### src/rtl/id_operand_stage_if.sv
// Bundle between decode/GRF read, the operand stage and EX.
// The master modport drives the ID-side inputs. The slave modport is the operand stage.
interface id_operand_stage_if #(
  parameter int DATA_W  = 32,
  parameter int ADDR_W  = 5,
  parameter int NUM_FWD = 2,
  parameter int INSTR_W = 8,
  parameter int T_W     = 2,
  parameter int CNT_W   = 16
) ();
  logic                      stall;
  logic                      clr;
  logic                      valid_in;
  logic [INSTR_W-1:0]        instr_in;
  logic [DATA_W-1:0]         pc_in;
  logic [ADDR_W-1:0]         rs_addr;
  logic [ADDR_W-1:0]         rt_addr;
  logic [DATA_W-1:0]         grf_rd1;
  logic [DATA_W-1:0]         grf_rd2;
  logic [NUM_FWD*ADDR_W-1:0] fwd_addr;
  logic [NUM_FWD*DATA_W-1:0] fwd_data;
  logic [NUM_FWD-1:0]        fwd_ok;
  logic [T_W-1:0]            tnew_in;
  logic [ADDR_W-1:0]         wr_addr_in;
  logic [DATA_W-1:0]         wr_data_in;

  logic [DATA_W-1:0]         rs_use;
  logic [DATA_W-1:0]         rt_use;
  logic                      stall_id;
  logic                      valid_ex;
  logic [INSTR_W-1:0]        instr_ex;
  logic [DATA_W-1:0]         pc_ex;
  logic [DATA_W-1:0]         rs_data_ex;
  logic [DATA_W-1:0]         rt_data_ex;
  logic [ADDR_W-1:0]         rs_addr_ex;
  logic [ADDR_W-1:0]         rt_addr_ex;
  logic [ADDR_W-1:0]         wr_addr_ex;
  logic [DATA_W-1:0]         wr_data_ex;
  logic [T_W-1:0]            tnew_ex;
  logic [CNT_W-1:0]          stall_cnt;
  logic [CNT_W-1:0]          bubble_cnt;

  modport master (
    output stall, clr, valid_in, instr_in, pc_in, rs_addr, rt_addr, grf_rd1, grf_rd2,
           fwd_addr, fwd_data, fwd_ok, tnew_in, wr_addr_in, wr_data_in,
    input  rs_use, rt_use, stall_id, valid_ex, instr_ex, pc_ex, rs_data_ex, rt_data_ex,
           rs_addr_ex, rt_addr_ex, wr_addr_ex, wr_data_ex, tnew_ex, stall_cnt, bubble_cnt
  );

  modport slave (
    input  stall, clr, valid_in, instr_in, pc_in, rs_addr, rt_addr, grf_rd1, grf_rd2,
           fwd_addr, fwd_data, fwd_ok, tnew_in, wr_addr_in, wr_data_in,
    output rs_use, rt_use, stall_id, valid_ex, instr_ex, pc_ex, rs_data_ex, rt_data_ex,
           rs_addr_ex, rt_addr_ex, wr_addr_ex, wr_data_ex, tnew_ex, stall_cnt, bubble_cnt
  );
endinterface

### src/rtl/id_operand_stage.sv
// Decode-stage operand resolution with prioritised forwarding, plus the ID/EX pipeline register.
// It also keeps saturating stall and forwarding-bubble counters.
module id_operand_stage #(
  parameter int DATA_W  = 32,
  parameter int ADDR_W  = 5,
  parameter int NUM_FWD = 2,
  parameter int INSTR_W = 8,
  parameter int T_W     = 2,
  parameter int CNT_W   = 16
) (
  input  logic            clk,
  input  logic            reset,
  id_operand_stage_if.slave bus
);

  typedef struct packed {
    logic               valid;
    logic [INSTR_W-1:0] instr;
    logic [DATA_W-1:0]  pc;
    logic [DATA_W-1:0]  rs_data;
    logic [DATA_W-1:0]  rt_data;
    logic [ADDR_W-1:0]  rs_addr;
    logic [ADDR_W-1:0]  rt_addr;
    logic [ADDR_W-1:0]  wr_addr;
    logic [DATA_W-1:0]  wr_data;
    logic [T_W-1:0]     tnew;
  } idex_t;

  idex_t             idex_q, idex_d;
  logic [CNT_W-1:0]  stall_cnt_q, stall_cnt_d;
  logic [CNT_W-1:0]  bubble_cnt_q, bubble_cnt_d;
  logic [DATA_W-1:0] rs_val_s, rt_val_s;
  logic              rs_rdy_s, rt_rdy_s;
  logic              fwd_wait_s, stall_id_s;

  // Returns {ready, data}. The first matching source wins even when it is not ready.
  // Register 0 is hard-wired to zero and is always ready.
  function automatic logic [DATA_W:0] resolve(
    input logic [ADDR_W-1:0]         addr,
    input logic [DATA_W-1:0]         grf,
    input logic [NUM_FWD*ADDR_W-1:0] faddr,
    input logic [NUM_FWD*DATA_W-1:0] fdata,
    input logic [NUM_FWD-1:0]        fok
  );
    logic [DATA_W:0] res;
    logic            hit;
    res = {1'b1, grf};
    hit = 1'b0;
    for (int i = 0; i < NUM_FWD; i++) begin
      if (!hit && (faddr[i*ADDR_W +: ADDR_W] == addr)) begin
        hit = 1'b1;
        res = {fok[i], fdata[i*DATA_W +: DATA_W]};
      end
    end
    if (addr == '0) begin
      res = {1'b1, {DATA_W{1'b0}}};
    end
    return res;
  endfunction

  // Operand resolution and stall request.
  always_comb begin
    {rs_rdy_s, rs_val_s} = resolve(bus.rs_addr, bus.grf_rd1, bus.fwd_addr, bus.fwd_data, bus.fwd_ok);
    {rt_rdy_s, rt_val_s} = resolve(bus.rt_addr, bus.grf_rd2, bus.fwd_addr, bus.fwd_data, bus.fwd_ok);
    fwd_wait_s = bus.valid_in & ~(rs_rdy_s & rt_rdy_s);
    stall_id_s = bus.stall | fwd_wait_s;
  end

  // ID/EX next state: flush > hold > bubble > load.
  always_comb begin
    idex_d = '0;
    if (bus.clr) begin
      idex_d = '0;
    end else if (bus.stall) begin
      idex_d = idex_q;
    end else if (fwd_wait_s || !bus.valid_in) begin
      idex_d = '0;
    end else begin
      idex_d.valid   = 1'b1;
      idex_d.instr   = bus.instr_in;
      idex_d.pc      = bus.pc_in;
      idex_d.rs_data = rs_val_s;
      idex_d.rt_data = rt_val_s;
      idex_d.rs_addr = bus.rs_addr;
      idex_d.rt_addr = bus.rt_addr;
      idex_d.wr_addr = bus.wr_addr_in;
      idex_d.wr_data = bus.wr_data_in;
      idex_d.tnew    = (bus.tnew_in == '0) ? '0 : bus.tnew_in - {{(T_W-1){1'b0}}, 1'b1};
    end
  end

  // Saturating performance counters. A flush does not touch them.
  always_comb begin
    stall_cnt_d  = stall_cnt_q;
    bubble_cnt_d = bubble_cnt_q;
    if (stall_id_s && bus.valid_in && (stall_cnt_q != '1)) begin
      stall_cnt_d = stall_cnt_q + {{(CNT_W-1){1'b0}}, 1'b1};
    end else begin
      stall_cnt_d = stall_cnt_q;
    end
    if (fwd_wait_s && !bus.stall && !bus.clr && (bubble_cnt_q != '1)) begin
      bubble_cnt_d = bubble_cnt_q + {{(CNT_W-1){1'b0}}, 1'b1};
    end else begin
      bubble_cnt_d = bubble_cnt_q;
    end
  end

  // State registers.
  always_ff @(posedge clk) begin
    if (reset) begin
      idex_q       <= '0;
      stall_cnt_q  <= '0;
      bubble_cnt_q <= '0;
    end else begin
      idex_q       <= idex_d;
      stall_cnt_q  <= stall_cnt_d;
      bubble_cnt_q <= bubble_cnt_d;
    end
  end

  assign bus.rs_use     = rs_val_s;
  assign bus.rt_use     = rt_val_s;
  assign bus.stall_id   = stall_id_s;
  assign bus.valid_ex   = idex_q.valid;
  assign bus.instr_ex   = idex_q.instr;
  assign bus.pc_ex      = idex_q.pc;
  assign bus.rs_data_ex = idex_q.rs_data;
  assign bus.rt_data_ex = idex_q.rt_data;
  assign bus.rs_addr_ex = idex_q.rs_addr;
  assign bus.rt_addr_ex = idex_q.rt_addr;
  assign bus.wr_addr_ex = idex_q.wr_addr;
  assign bus.wr_data_ex = idex_q.wr_data;
  assign bus.tnew_ex    = idex_q.tnew;
  assign bus.stall_cnt  = stall_cnt_q;
  assign bus.bubble_cnt = bubble_cnt_q;

endmodule

### src/flat_wrapper.sv
// flat-port wrapper written by rule: the top's interface ports become plain ports
module id_operand_stage_flat 
#(
  parameter int DATA_W  = 32,
  parameter int ADDR_W  = 5,
  parameter int NUM_FWD = 2,
  parameter int INSTR_W = 8,
  parameter int T_W     = 2,
  parameter int CNT_W   = 16
)
  (clk, reset, bus_stall, bus_clr, bus_valid_in, bus_instr_in, bus_pc_in, bus_rs_addr, bus_rt_addr, bus_grf_rd1, bus_grf_rd2, bus_fwd_addr, bus_fwd_data, bus_fwd_ok, bus_tnew_in, bus_wr_addr_in, bus_wr_data_in, bus_rs_use, bus_rt_use, bus_stall_id, bus_valid_ex, bus_instr_ex, bus_pc_ex, bus_rs_data_ex, bus_rt_data_ex, bus_rs_addr_ex, bus_rt_addr_ex, bus_wr_addr_ex, bus_wr_data_ex, bus_tnew_ex, bus_stall_cnt, bus_bubble_cnt);
  id_operand_stage_if #(.DATA_W(DATA_W), .ADDR_W(ADDR_W), .NUM_FWD(NUM_FWD), .INSTR_W(INSTR_W), .T_W(T_W), .CNT_W(CNT_W)) bus_i ();
  input  logic clk;
  input  logic reset;
  input wire logic [$bits(bus_i.stall)-1:0] bus_stall;
  input wire logic [$bits(bus_i.clr)-1:0] bus_clr;
  input wire logic [$bits(bus_i.valid_in)-1:0] bus_valid_in;
  input wire logic [$bits(bus_i.instr_in)-1:0] bus_instr_in;
  input wire logic [$bits(bus_i.pc_in)-1:0] bus_pc_in;
  input wire logic [$bits(bus_i.rs_addr)-1:0] bus_rs_addr;
  input wire logic [$bits(bus_i.rt_addr)-1:0] bus_rt_addr;
  input wire logic [$bits(bus_i.grf_rd1)-1:0] bus_grf_rd1;
  input wire logic [$bits(bus_i.grf_rd2)-1:0] bus_grf_rd2;
  input wire logic [$bits(bus_i.fwd_addr)-1:0] bus_fwd_addr;
  input wire logic [$bits(bus_i.fwd_data)-1:0] bus_fwd_data;
  input wire logic [$bits(bus_i.fwd_ok)-1:0] bus_fwd_ok;
  input wire logic [$bits(bus_i.tnew_in)-1:0] bus_tnew_in;
  input wire logic [$bits(bus_i.wr_addr_in)-1:0] bus_wr_addr_in;
  input wire logic [$bits(bus_i.wr_data_in)-1:0] bus_wr_data_in;
  output wire logic [$bits(bus_i.rs_use)-1:0] bus_rs_use;
  output wire logic [$bits(bus_i.rt_use)-1:0] bus_rt_use;
  output wire logic [$bits(bus_i.stall_id)-1:0] bus_stall_id;
  output wire logic [$bits(bus_i.valid_ex)-1:0] bus_valid_ex;
  output wire logic [$bits(bus_i.instr_ex)-1:0] bus_instr_ex;
  output wire logic [$bits(bus_i.pc_ex)-1:0] bus_pc_ex;
  output wire logic [$bits(bus_i.rs_data_ex)-1:0] bus_rs_data_ex;
  output wire logic [$bits(bus_i.rt_data_ex)-1:0] bus_rt_data_ex;
  output wire logic [$bits(bus_i.rs_addr_ex)-1:0] bus_rs_addr_ex;
  output wire logic [$bits(bus_i.rt_addr_ex)-1:0] bus_rt_addr_ex;
  output wire logic [$bits(bus_i.wr_addr_ex)-1:0] bus_wr_addr_ex;
  output wire logic [$bits(bus_i.wr_data_ex)-1:0] bus_wr_data_ex;
  output wire logic [$bits(bus_i.tnew_ex)-1:0] bus_tnew_ex;
  output wire logic [$bits(bus_i.stall_cnt)-1:0] bus_stall_cnt;
  output wire logic [$bits(bus_i.bubble_cnt)-1:0] bus_bubble_cnt;
  assign bus_i.stall = bus_stall;
  assign bus_i.clr = bus_clr;
  assign bus_i.valid_in = bus_valid_in;
  assign bus_i.instr_in = bus_instr_in;
  assign bus_i.pc_in = bus_pc_in;
  assign bus_i.rs_addr = bus_rs_addr;
  assign bus_i.rt_addr = bus_rt_addr;
  assign bus_i.grf_rd1 = bus_grf_rd1;
  assign bus_i.grf_rd2 = bus_grf_rd2;
  assign bus_i.fwd_addr = bus_fwd_addr;
  assign bus_i.fwd_data = bus_fwd_data;
  assign bus_i.fwd_ok = bus_fwd_ok;
  assign bus_i.tnew_in = bus_tnew_in;
  assign bus_i.wr_addr_in = bus_wr_addr_in;
  assign bus_i.wr_data_in = bus_wr_data_in;
  assign bus_rs_use = bus_i.rs_use;
  assign bus_rt_use = bus_i.rt_use;
  assign bus_stall_id = bus_i.stall_id;
  assign bus_valid_ex = bus_i.valid_ex;
  assign bus_instr_ex = bus_i.instr_ex;
  assign bus_pc_ex = bus_i.pc_ex;
  assign bus_rs_data_ex = bus_i.rs_data_ex;
  assign bus_rt_data_ex = bus_i.rt_data_ex;
  assign bus_rs_addr_ex = bus_i.rs_addr_ex;
  assign bus_rt_addr_ex = bus_i.rt_addr_ex;
  assign bus_wr_addr_ex = bus_i.wr_addr_ex;
  assign bus_wr_data_ex = bus_i.wr_data_ex;
  assign bus_tnew_ex = bus_i.tnew_ex;
  assign bus_stall_cnt = bus_i.stall_cnt;
  assign bus_bubble_cnt = bus_i.bubble_cnt;
  id_operand_stage #(.DATA_W(DATA_W), .ADDR_W(ADDR_W), .NUM_FWD(NUM_FWD), .INSTR_W(INSTR_W), .T_W(T_W), .CNT_W(CNT_W)) u_core (.clk(clk), .reset(reset), .bus(bus_i));
endmodule
### config.mk
export PLATFORM = sky130hd
export DESIGN_NAME = id_operand_stage_flat
export DESIGN_NICKNAME = d
export VERILOG_FILES = /design/src/rtl/id_operand_stage_if.sv /design/src/rtl/id_operand_stage.sv /design/src/flat_wrapper.sv
export SDC_FILE = /design/constraint.sdc
export NUM_CORES = 1
export LEC_CHECK = 0
export ABC_AREA = 1
export ABC_CLOCK_PERIOD_IN_PS = 4200
export CORE_AREA = 3 3 187 189
export CTS_CLUSTER_DIAMETER = 30
export CTS_CLUSTER_SIZE = 28
export DETAILED_ROUTE_END_ITERATION = 10
export DIE_AREA = 0 0 190 192
export GPL_ROUTABILITY_DRIVEN = 0
export PLACE_DENSITY = 0.63
export SLEW_MARGIN = 40
export SYNTH_ARGS = -nofsm -noshare
export SYNTH_HDL_FRONTEND = slang
export SYNTH_SLANG_ARGS = --single-unit
### constraint.sdc
create_clock -name clk -period 4.2 [get_ports clk]
set_input_delay 1.26 -clock clk [delete_from_list [all_inputs] [get_ports clk]]
set_output_delay 1.26 -clock clk [all_outputs]
set_load 0.005 [all_outputs]
==> results.yml, run 1 <==
final_layout:
  drive_above_1_share: 0.273
  nNetsFinal: 2295
  final_area_mm2: 0.0181
  final_cells: 2523
  area_delta_synth_final_pct: 105
clocking:
  cts_buffers: 17
  clock_latency_ns: 0.46
  holdBufCountCts: 0
  cts-root-buf: "clkbuf_16"
  cts_buffer_depth: 2
  clk_pin_slew_worst_paths_ns: 0.07
  clock-sinks: 186
  htreeDepth: 4
  tritoncts: "done"
die:
  ios: 485
  core_area_mm2: 0.0334
  die_h_um: 192
  floorplan.initialDensity: 0.264
  die-area_mm2: 0.0365
  die_x_um: 190
  fp-row-count: 67
synth:
  ys_seq_elements: 186
  yosys.area_share.simple: 0.325
  yosys_most_used_dff: "dfxtp_1"
  yosys-mux-area-fraction: 0
  synth_compound_area_frac: 0.163
  synth_edf_count: 0
  synth_top_area_cell: "dfxtp_1"
  yosys_warnings: 0
  synth_xor_area_frac: 0.0129
  ys_types: 31
  synth_top_family_by_area: "simple AND/OR/NAND/NOR gates"
  syn_nets: 1532
  post_synth.cell_area_avg_um2: 6.80
  async_flop_share: 0
  synthTopCellsByArea: "dfxtp_1 42%, nand2_1 18%, a21oi_1 9.3%"
  yosysSeqAreaShare: 0.422
  synth_cells: 1296
  synth_fa_ha_area_frac: 0.00284
  syn_area_mm2: 0.00882
  synth_top_area_share: 0.422
route:
  wirelength_um: 50100
  avgViaCountPerCell: 4.96
  drtIter0Drc: 1006
  vias: 12500
  wire_per_inst_um: 19.9
  drc_errors: 0
  dr.pass1.iters: 5
  drtAntennaViolNets: 0
setup_path:
  crit_required_ns: 4.50
  crit_end: "u_core.bus.rt_data_ex[19]"
  startpoint_type: "primary input"
  timing.rr.start: "u_core.bus.stall_cnt[0]"
  r2r_slack_ns: 2.08
  end_kind: "flop"
  cp-startpoint: "bus_fwd_addr[4]"
  cpPeakStageDelay_ns: 0.28
  slowest_stage: "dlygate4sd2_1"
  reg2regPathDepth: 13
  cp_max_fo: 7
  crit_top_cell: "buf_4"
  cp.arrival_ns: 4.55
  timing.rr.end: "u_core.bus.stall_cnt[14]"
  crit_type: "primary input to flop"
pwr:
  p_clk_frac: 0.346
  switching_share: 0.294
  cellPowerDensity_mw_per_mm2: 273
  peakVddDrop_mv: 0.271
  power.internal_w: 0.00348
  leakage_nw: 7.25
  seq_power_share: 0.369
  switchingPower_w: 0.00145
  share_comb_of_total_power: 0.285
sta:
  tightest_slew_ns: 0.801
  finalCritPeriodShare: 1.01
  final.setup.worst_slack_ns: -0.0445
  clock_skew_ns: 0.0127
  hold_violations: 0
  clock.fmax_ghz: 0.236
  grt_setup_unrepaired: "true"
  period_minus_slack_ns: 4.24
  tns_ns: -0.0445
  setup_viol: 1
  drv_slew: 0
  max_slew_margin: 0.466
placement:
  numPlacedInstances: 2234
  placement.io_buffers: 484
  placed_area_mm2: 0.0147
  dp.final_hpwl_um: 29700
worst_hold_path:
  hp-class: "flop to flop"
  hold_start: "u_core.bus.rs_data_ex[6]"
global_routing:
  grt_max_degree: 94
  grt_pass1_vias: 12300
  grt_pass1_wl_um: 72600
  gr-total-overflow: 0
  track_usage: 0.258
  antenna_found_initial: 4
status:
  status: "complete, but fails checks"
  violations: "negative setup slack"
run:
  maxCapViolCount: 0
[placed cells by master, fill, tap and decap left out, types with 20 or more instances in the layout]
cell type	n
nor2_1	116
a21oi_1	161
buf_2	33
nor2_2	27
buf_12	21
nor3_1	61
o221ai_1	20
nand3_1	21
nand2_1	421
o221ai_2	31
nand4_1	21
buf_4	314
clkdlybuf4s50_1	398
dfxtp_1	186
inv_1	50
[critical path, delay by kind of cell]
family | cells | cell delay (ns)
buffers and inverters | 20 | 2.57
AND/OR/NAND/NOR | 4 | 0.45
XOR/XNOR | 1 | 0.17
AO/OA/AOI/OAI | 1 | 0.08
[power groups by stage]
stage / combinational (W) / clock [W] / sequential, W
floorplan: 0.000306 / 0 / 0.00186
global placement: 0.000963 / 0 / 0.00186
detailed placement: 0.000966 / 0 / 0.00186
CTS: 0.00130 / 0.00175 / 0.00182
global route: 0.00148 / 0.00182 / 0.00182
finish: 0.00141 / 0.00170 / 0.00182
[cells by family (layout without fill, tap and decap cells)]
| logic type | count (synthesis) | in the layout |
|---|---|---|
| buf+inv | 153 | 929 |
| simple gates | 705 | 705 |
| fa+ha+maj | 2 | 2 |
| flops | 186 | 186 |
| other cells | 0 | 3 |
| compound gates | 237 | 237 |
| xor+xnor | 13 | 13 |
[per-layer routing]
layer | routed length, um | GRT usage | part of all wire | vias to the layer above
met5 | 0 | 0 | 0 | -
met4 | 3310 | 0.165 | 0.066 | 0
met3 | 4740 | 0.0694 | 0.095 | 229
met2 | 23500 | 0.422 | 0.47 | 735
met1 | 18500 | 0.298 | 0.37 | 5717
li1 | - | - | - | 5839
[metrics by stage]
| stage | hold WS [ns] | power (W) | setup slack [ns] | util |
|---|---|---|---|---|
| floorplan | 0.453 | 0.00217 | 0.557 | - |
| finish | 0.465 | 0.00493 | -0.0445 | 0.540 |
| CTS | 0.466 | 0.00487 | -0.0425 | 0.531 |
| global route | 0.480 | 0.00512 | -0.0615 | 0.540 |
| detailed placement | 0.454 | 0.00282 | -0.639 | 0.440 |
| global placement | 0.444 | 0.00282 | -0.620 | 0.440 |
[Yosys cell counts, drive strengths merged (3+ instances only)]
cell type  count
or2            3
a21oi        164
nand2        435
dfxtp        186
nor3          70
xor2           7
o21ai          7
o221ai        64
nand4         22
inv           62
xnor2          6
clkbuf        64
nand3         25
buf           25
nor2         146
[what timing repair did]
item | 4_1_cts | 5_1_grt
resized for setup | 315 | 104
setup buffers | 230 | 17
gates cloned | 9 | 1
setup endpoints to repair | 65 | 76
pin swaps | 77 | 42
[registers in the layout, summed over array words and instances, names as in the netlist, 8 cells and up]
| register | flops |
|---|---|
| u_core.bus.pc_ex | 32 |
| u_core.bus.rt_data_ex | 32 |
| u_core.bus.stall_cnt | 16 |
| u_core.bus.rs_data_ex | 32 |
| u_core.bus.instr_ex | 8 |
| u_core.bus.wr_data_ex | 32 |
| u_core.bus.bubble_cnt | 16 |
[worst min-delay path by stage]
| stage | end | slack (ns) | cells after the start |
|---|---|---|---|
| floorplan | u_core.bus.wr_data_ex[6] | 0.45 | 2 |
| global placement | u_core.bus.wr_data_ex[6] | 0.44 | 2 |
| detailed placement | u_core.bus.pc_ex[6] | 0.45 | 2 |
| CTS | u_core.bus.wr_data_ex[6] | 0.47 | 2 |
| global route | u_core.bus.rs_data_ex[31] | 0.48 | 2 |
| finish | u_core.bus.rs_data_ex[6] | 0.46 | 2 |
[layout make-up]
cell class | instances | area [um^2]
fill | 2950 | 15400
tap | 448 | 561
clock buffer | 18 | 439
clock inverter | 14 | 173
multi-input combinational | 957 | 5160
timing repair buffer | 833 | 7750
antenna | 3 | 7.51
sequential | 186 | 3720
inverter | 64 | 255
Power figures use the tool's default switching activity.
==> run 2: changes to the inputs <==
--- a/config.mk
+++ b/config.mk
@@ -6,14 +6,14 @@
 export NUM_CORES = 1
 export LEC_CHECK = 0
 export ABC_AREA = 1
-export ABC_CLOCK_PERIOD_IN_PS = 4200
-export CORE_AREA = 3 3 187 189
+export ABC_CLOCK_PERIOD_IN_PS = 4800
+export CORE_AREA = 3 3 189 191
 export CTS_CLUSTER_DIAMETER = 30
 export CTS_CLUSTER_SIZE = 28
 export DETAILED_ROUTE_END_ITERATION = 10
-export DIE_AREA = 0 0 190 192
+export DIE_AREA = 0 0 192 194
 export GPL_ROUTABILITY_DRIVEN = 0
-export PLACE_DENSITY = 0.63
+export PLACE_DENSITY = 0.62
 export SLEW_MARGIN = 40
 export SYNTH_ARGS = -nofsm -noshare
 export SYNTH_HDL_FRONTEND = slang
==> constraint.sdc (replaced) <==
create_clock -name clk -period 4.8 [get_ports clk]
set_input_delay 1.44 -clock clk [delete_from_list [all_inputs] [get_ports clk]]
set_output_delay 1.44 -clock clk [all_outputs]
set_load 0.005 [all_outputs]
==> run 2 against run 1 <==
Net effect:
- the run now ends clean
- critical endpoint is now bus_rt_use[4]
- core utilization shrank 5.7 points
- non-clock buffer count shrank 160
- worst setup slack gained 0.090 ns
- die area grew 2.1%
- global-route usage shrank 2.9 points
- sequential cell count is the same
- clock skew shrank 0.0035 ns
==> results.yml, run 2 (synthesis gave the netlist of run 1 again) <==
status:
  status: "finished, final reports clean"
global_routing:
  antenna_found_initial: 4
  gr-usage-met3: 0.0586
  grt_use_met1: 0.269
  gr-total-overflow: 0
  grt_pass1_vias: 11100
  grt_util_met2: 0.397
  grt-busiest-layer: "met2"
  grt_max_degree: 157
  grt_pass1_wl_um: 65700
  track_usage: 0.228
final_layout:
  area_delta_synth_final_pct: 87.9
  mostFrequentLayoutCell: "nand2_1"
  nNetsFinal: 2135
  drive_above_1_share: 0.166
  final_area_mm2: 0.0166
  final_cell_mix: "430 x nand2_1, 398 x clkdlybuf4s50_1, 186 x dfxtp_1"
  final_core_util: 0.483
route:
  avgViaCountPerCell: 4.79
  wirelength_um: 45000
  wire_per_inst_um: 19.0
  drc_errors: 0
  drtIter0Drc: 735
  drtAntennaViolNets: 0
  dr.pass1.iters: 6
  vias: 11300
worst_hold_path:
  min_to: "u_core.bus.wr_data_ex[6]"
  hold_start: "u_core.bus.wr_data_ex[6]"
  min_path_cells: 2
  hp-class: "flop to flop"
placement:
  placed_area_mm2: 0.0149
  placement.io_buffers: 484
  dp.final_hpwl_um: 30600
  dp_slack_ns: -0.568
sta:
  whs_ns: 0.461
  finalCritPeriodShare: 0.990
  period_minus_slack_ns: 4.75
  clock_skew_ns: 0.00913
  hold_violations: 0
  grt_setup_unrepaired: "true"
  max_slew_margin: 0.459
  drv_slew: 0
  setup_viol: 0
  clock.fmax_ghz: 0.210
  final.setup.worst_slack_ns: 0.0460
  tightest_slew_ns: 0.811
clocking:
  clk_pin_slew_worst_paths_ns: 0.08
  clock-sinks: 186
  tritoncts: "done"
  cts_buffers: 17
  cts_buffer_depth: 2
  clock_latency_ns: 0.44
  htreeDepth: 4
  cts-root-buf: "clkbuf_16"
setup_path:
  timing.rr.end: "u_core.bus.bubble_cnt[2]"
  crit_top_cell: "buf_4"
  startpoint_type: "primary input"
  cp.buffers_inverters: 6
  cpPeakStageDelay_ns: 0.26
  timing.rr.start: "u_core.bus.bubble_cnt[0]"
  cp_top_family: "buffers and inverters"
  slowest_stage: "dlygate4sd2_1"
  crit_chain: "dlygate4sd2_1 -> buf_4 -> xnor2_1 -> nand3_2 -> buf_4 -> buf_12 -> buf_4 -> o221ai_1 -> nor2_1 -> dlygate4sd2_1"
  r2r_slack_ns: 2.63
  crit_type: "primary input to output port"
  reg2regPathDepth: 11
  end_kind: "output port"
  crit_required_ns: 3.36
  cp_max_fo: 28
  cp.arrival_ns: 3.31
  path_depth: 10
die:
  die_h_um: 194
  die-area_mm2: 0.0372
  core_area_mm2: 0.0343
  die_x_um: 192
  floorplan.initialDensity: 0.257
  ios: 485
  fp-row-count: 68
pwr:
  finalPower_w: 0.00403
  cellPowerDensity_mw_per_mm2: 243
  leakage_nw: 6.43
  peakVddDrop_mv: 0.218
run:
  maxCapViolCount: 0
-- run 2: worst max path at each step --
stage                              start  slack, ns              to
after CTS                 bus_rt_addr[3]      -0.03   bus_rt_use[1]
after detailed placement  bus_rs_addr[3]      -0.57   bus_rs_use[1]
after global placement    bus_rs_addr[2]      -0.52   bus_rs_use[1]
after floorplan           bus_rs_addr[1]       0.80    bus_stall_id
final                     bus_rt_addr[4]       0.05   bus_rt_use[4]
after global routing      bus_rt_addr[1]      -0.05  bus_rt_use[30]
-- run 2: layout make-up --
type / count / area, um^2
fill: 3378 / 17700
sequential: 186 / 3720
multi-input combinational: 957 / 4890
antenna: 3 / 7.51
inverter: 64 / 248
clock inverter: 13 / 164
timing repair buffer: 673 / 6520
clock buffer: 18 / 439
tap: 455 / 569
-- run 2: what timing repair did --
action / in CTS / in global routing
hold buffers: 0 / 0
resized for setup: 134 / 77
buffers inserted: 53 / 7
setup endpoints to repair: 65 / 54
gates cloned: 6 / 1
pin swaps: 48 / 25
-- run 2: worst reg2reg max path: stages (launching register included) --
cell and delay [ns]:
dfxtp_1 0.40, ha_1 0.19, nand2_1 0.09, inv_1 0.09, nand2_1 0.10, nor2_1 0.23
nand3_1 0.17, nand4_1 0.12, buf_4 0.18, clkinv_1 0.27, nand2_1 0.14, a21oi_1 0.06
-- run 2: per-stage QoR --
stage                     cells  setup TNS (ns)
after floorplan            1296               0
after global placement     2268          -20.45
after detailed placement   2268          -21.65
after CTS                  2358         -0.0343
after global routing       2369          -0.106
final                      2369               0
-- run 2: metal layers --
metal  vias to the layer above  part of all wire
met5                         -                 0
met2                       510              0.50
met3                       105             0.081
li1                       5511                 -
met4                         0             0.032
met1                      5223              0.39
-- run 2: power by group --
group	internal [W]	switching [W]	total [W]	leakage, nW
clock network	0.000795	0.000674	0.00147	0.297
logic	0.000534	0.000435	0.000970	4.62
registers	0.00157	0.0000179	0.00159	1.51
==> run 3: changes to the inputs <==
--- a/config.mk
+++ b/config.mk
@@ -7,13 +7,17 @@
 export LEC_CHECK = 0
 export ABC_AREA = 1
 export ABC_CLOCK_PERIOD_IN_PS = 4800
-export CORE_AREA = 3 3 189 191
+export CELL_PAD_IN_SITES_DETAIL_PLACEMENT = 0
+export CELL_PAD_IN_SITES_GLOBAL_PLACEMENT = 1
+export CORE_ASPECT_RATIO = 2
+export CORE_MARGIN = 3
+export CORE_UTILIZATION = 26
 export CTS_CLUSTER_DIAMETER = 30
 export CTS_CLUSTER_SIZE = 28
 export DETAILED_ROUTE_END_ITERATION = 10
-export DIE_AREA = 0 0 192 194
 export GPL_ROUTABILITY_DRIVEN = 0
-export PLACE_DENSITY = 0.62
+export PLACE_DENSITY = 0.86
+export RECOVER_POWER = 25
 export SLEW_MARGIN = 40
 export SYNTH_ARGS = -nofsm -noshare
 export SYNTH_HDL_FRONTEND = slang
==> run 3 against run 2 <==
Net effect:
- cell count is 2.2% lower
- non-clock buffer count decreased by 31
- die area fell by 2.6%
- total power down 1.7%
- critical path depth increased by 6
- via count decreased by 1.5%
- clock power barely moved
- sequential share of layout area up 0.28 points
- maximum frequency is 1.1% higher
- critical endpoint is now bus_stall_id
- largest power group unchanged
==> results.yml, run 3 (synthesis gave the netlist of run 1 again) <==
final_layout:
  multi_input_area_mm2: 0.00501
  final_cell_mix: "431 x nand2_1, 291 x clkdlybuf4s50_1, 186 x dfxtp_1"
  fillCellCount: 3280
  nNetsFinal: 2104
  mostFrequentLayoutCell: "nand2_1"
  final_area_mm2: 0.0164
  drive_above_1_share: 0.156
  area.sequential_mm2: 0.00372
  area_delta_synth_final_pct: 85.5
  final_cells: 2316
pwr:
  power.internal_w: 0.00279
  switchingPower_w: 0.00117
  leakage_nw: 6.63
  switching_share: 0.295
  peakVddDrop_mv: 0.294
  seq_power_share: 0.402
  p_clk_frac: 0.368
  share_comb_of_total_power: 0.230
  cellPowerDensity_mw_per_mm2: 242
  finalPower_w: 0.00396
route:
  dr.pass1.iters: 5
  drc_errors: 0
  wirelength_um: 44300
  wire_per_inst_um: 19.1
  vias: 11200
  drtAntennaViolNets: 0
  avgViaCountPerCell: 4.83
  drtIter0Drc: 458
clocking:
  cts_buffer_depth: 2
  clk_pin_slew_worst_paths_ns: 0.09
  cts_buffers: 17
  clock-sinks: 186
  htreeDepth: 4
  tritoncts: "done"
  cts-root-buf: "clkbuf_16"
  clock_latency_ns: 0.44
setup_path:
  crit_top_cell: "nand2_1"
  crit_required_ns: 3.36
  crit_type: "primary input to output port"
  cp_top_family: "buffers and inverters"
  cp.arrival_ns: 3.26
  startpoint_type: "primary input"
  slowest_stage: "dlygate4sd2_1"
  crit_chain: "dlygate4sd2_1 -> buf_4 -> nand2_1 -> nand2_1 -> nor2_1 -> nand2_1 -> nor2_4 -> buf_4 -> buf_4 -> nand3_1 -> nand2_1 -> nand2_1 -> nand2_2 -> nand2_1 -> nand2_2 -> dlygate4sd2_1"
  cp_max_fo: 6
  cpPeakStageDelay_ns: 0.26
  path_depth: 16
  cp.buffers_inverters: 5
  reg2regPathDepth: 13
  end_kind: "output port"
placement:
  dp.final_hpwl_um: 33800
  placement.io_buffers: 484
  numPlacedInstances: 2246
  placed_area_mm2: 0.0149
die:
  ios: 485
  die_x_um: 136
  floorplan.initialDensity: 0.266
  core_area_mm2: 0.0332
  fp-row-count: 94
  die-area_mm2: 0.0363
  die_h_um: 266
sta:
  clock_skew_ns: 0.0123
  max_slew_margin: 0.501
  period_minus_slack_ns: 4.70
  hold_violations: 0
  tns_ns: 0
  clock.fmax_ghz: 0.213
  grt_setup_unrepaired: "true"
  finalCritPeriodShare: 0.979
  setup_viol: 0
  drv_slew: 0
  tightest_slew_ns: 0.748
run:
  maxCapViolCount: 0
global_routing:
  track_usage: 0.233
  grt_pass1_vias: 11100
  grt_pass1_wl_um: 64400
  gr-total-overflow: 0
  grt_max_degree: 96
  antenna_found_initial: 4
worst_hold_path:
  min_path_cells: 2
  hp-class: "flop to flop"
status:
  status: "finished, final reports clean"
run 3: repair_timing:
item	in CTS	in global routing
gates cloned	2	1
setup endpoints to repair	65	40
pin swaps	43	21
resized for setup	159	67
hold buffers	0	0
setup buffers	28	8
run 3: worst paths after layout:
check / end / slack (ns) / from
hold reg to reg: u_core.bus.wr_data_ex[6] / 0.46 / u_core.bus.wr_data_ex[6]
setup / recovery: bus_stall_id / 0.1 / bus_fwd_addr[9]
setup reg to reg: u_core.bus.stall_cnt[14] / 2.63 / u_core.bus.stall_cnt[1]
hold / removal: u_core.bus.wr_data_ex[6] / 0.46 / u_core.bus.wr_data_ex[6]
run 3: power groups by stage:
stage / logic, W / registers (W) / clock network [W]
after floorplan: 0.000268 / 0.00163 / 0
after global placement: 0.000866 / 0.00163 / 0
after detailed placement: 0.000867 / 0.00163 / 0
after CTS: 0.000894 / 0.00159 / 0.00151
after global routing: 0.000978 / 0.00159 / 0.00156
final: 0.000912 / 0.00159 / 0.00146
run 3: layout make-up:
cell class | count | share of cell area
timing repair buffer | 642 | 0.381
multi-input combinational | 957 | 0.306
sequential | 186 | 0.228
inverter | 64 | 0.0151
antenna | 3 | 0.000459
clock inverter | 14 | 0.00994
tap | 432 | 0.0330
clock buffer | 18 | 0.0268
run 3: through the flow:
step | utilization | worst slack [ns] | hold slack [ns]
3_5_place_dp | 0.450 | -0.559 | 0.451
5_1_grt | 0.493 | -0.0759 | 0.473
2_1_floorplan | - | 0.797 | 0.453
4_1_cts | 0.485 | 0.000264 | 0.463
3_3_place_gp | 0.450 | -0.565 | 0.442
6_report | 0.493 | 0.0998 | 0.460
run 3: per-layer routing:
layer / up-vias / track usage / share of wire
met1: 5185 / 0.223 / 0.33
met3: 94 / 0.0555 / 0.066
met4: 2 / 0.122 / 0.046
met2: 442 / 0.446 / 0.55
li1: 5453 / - / -
met5: - / 0 / 0.00025
run 3: worst register-to-register path: stages (launching register included):
cell and delay [ns]:
dfxtp_1 0.41, ha_1 0.21, nand2_1 0.06, inv_1 0.10
nand3_1 0.13, nor2_1 0.21, nand3_1 0.38, nand2_1 0.19
nor3_1 0.08, nand2_1 0.07, inv_1 0.04, nand4_1 0.07
nand2_1 0.05, nor2_1 0.09
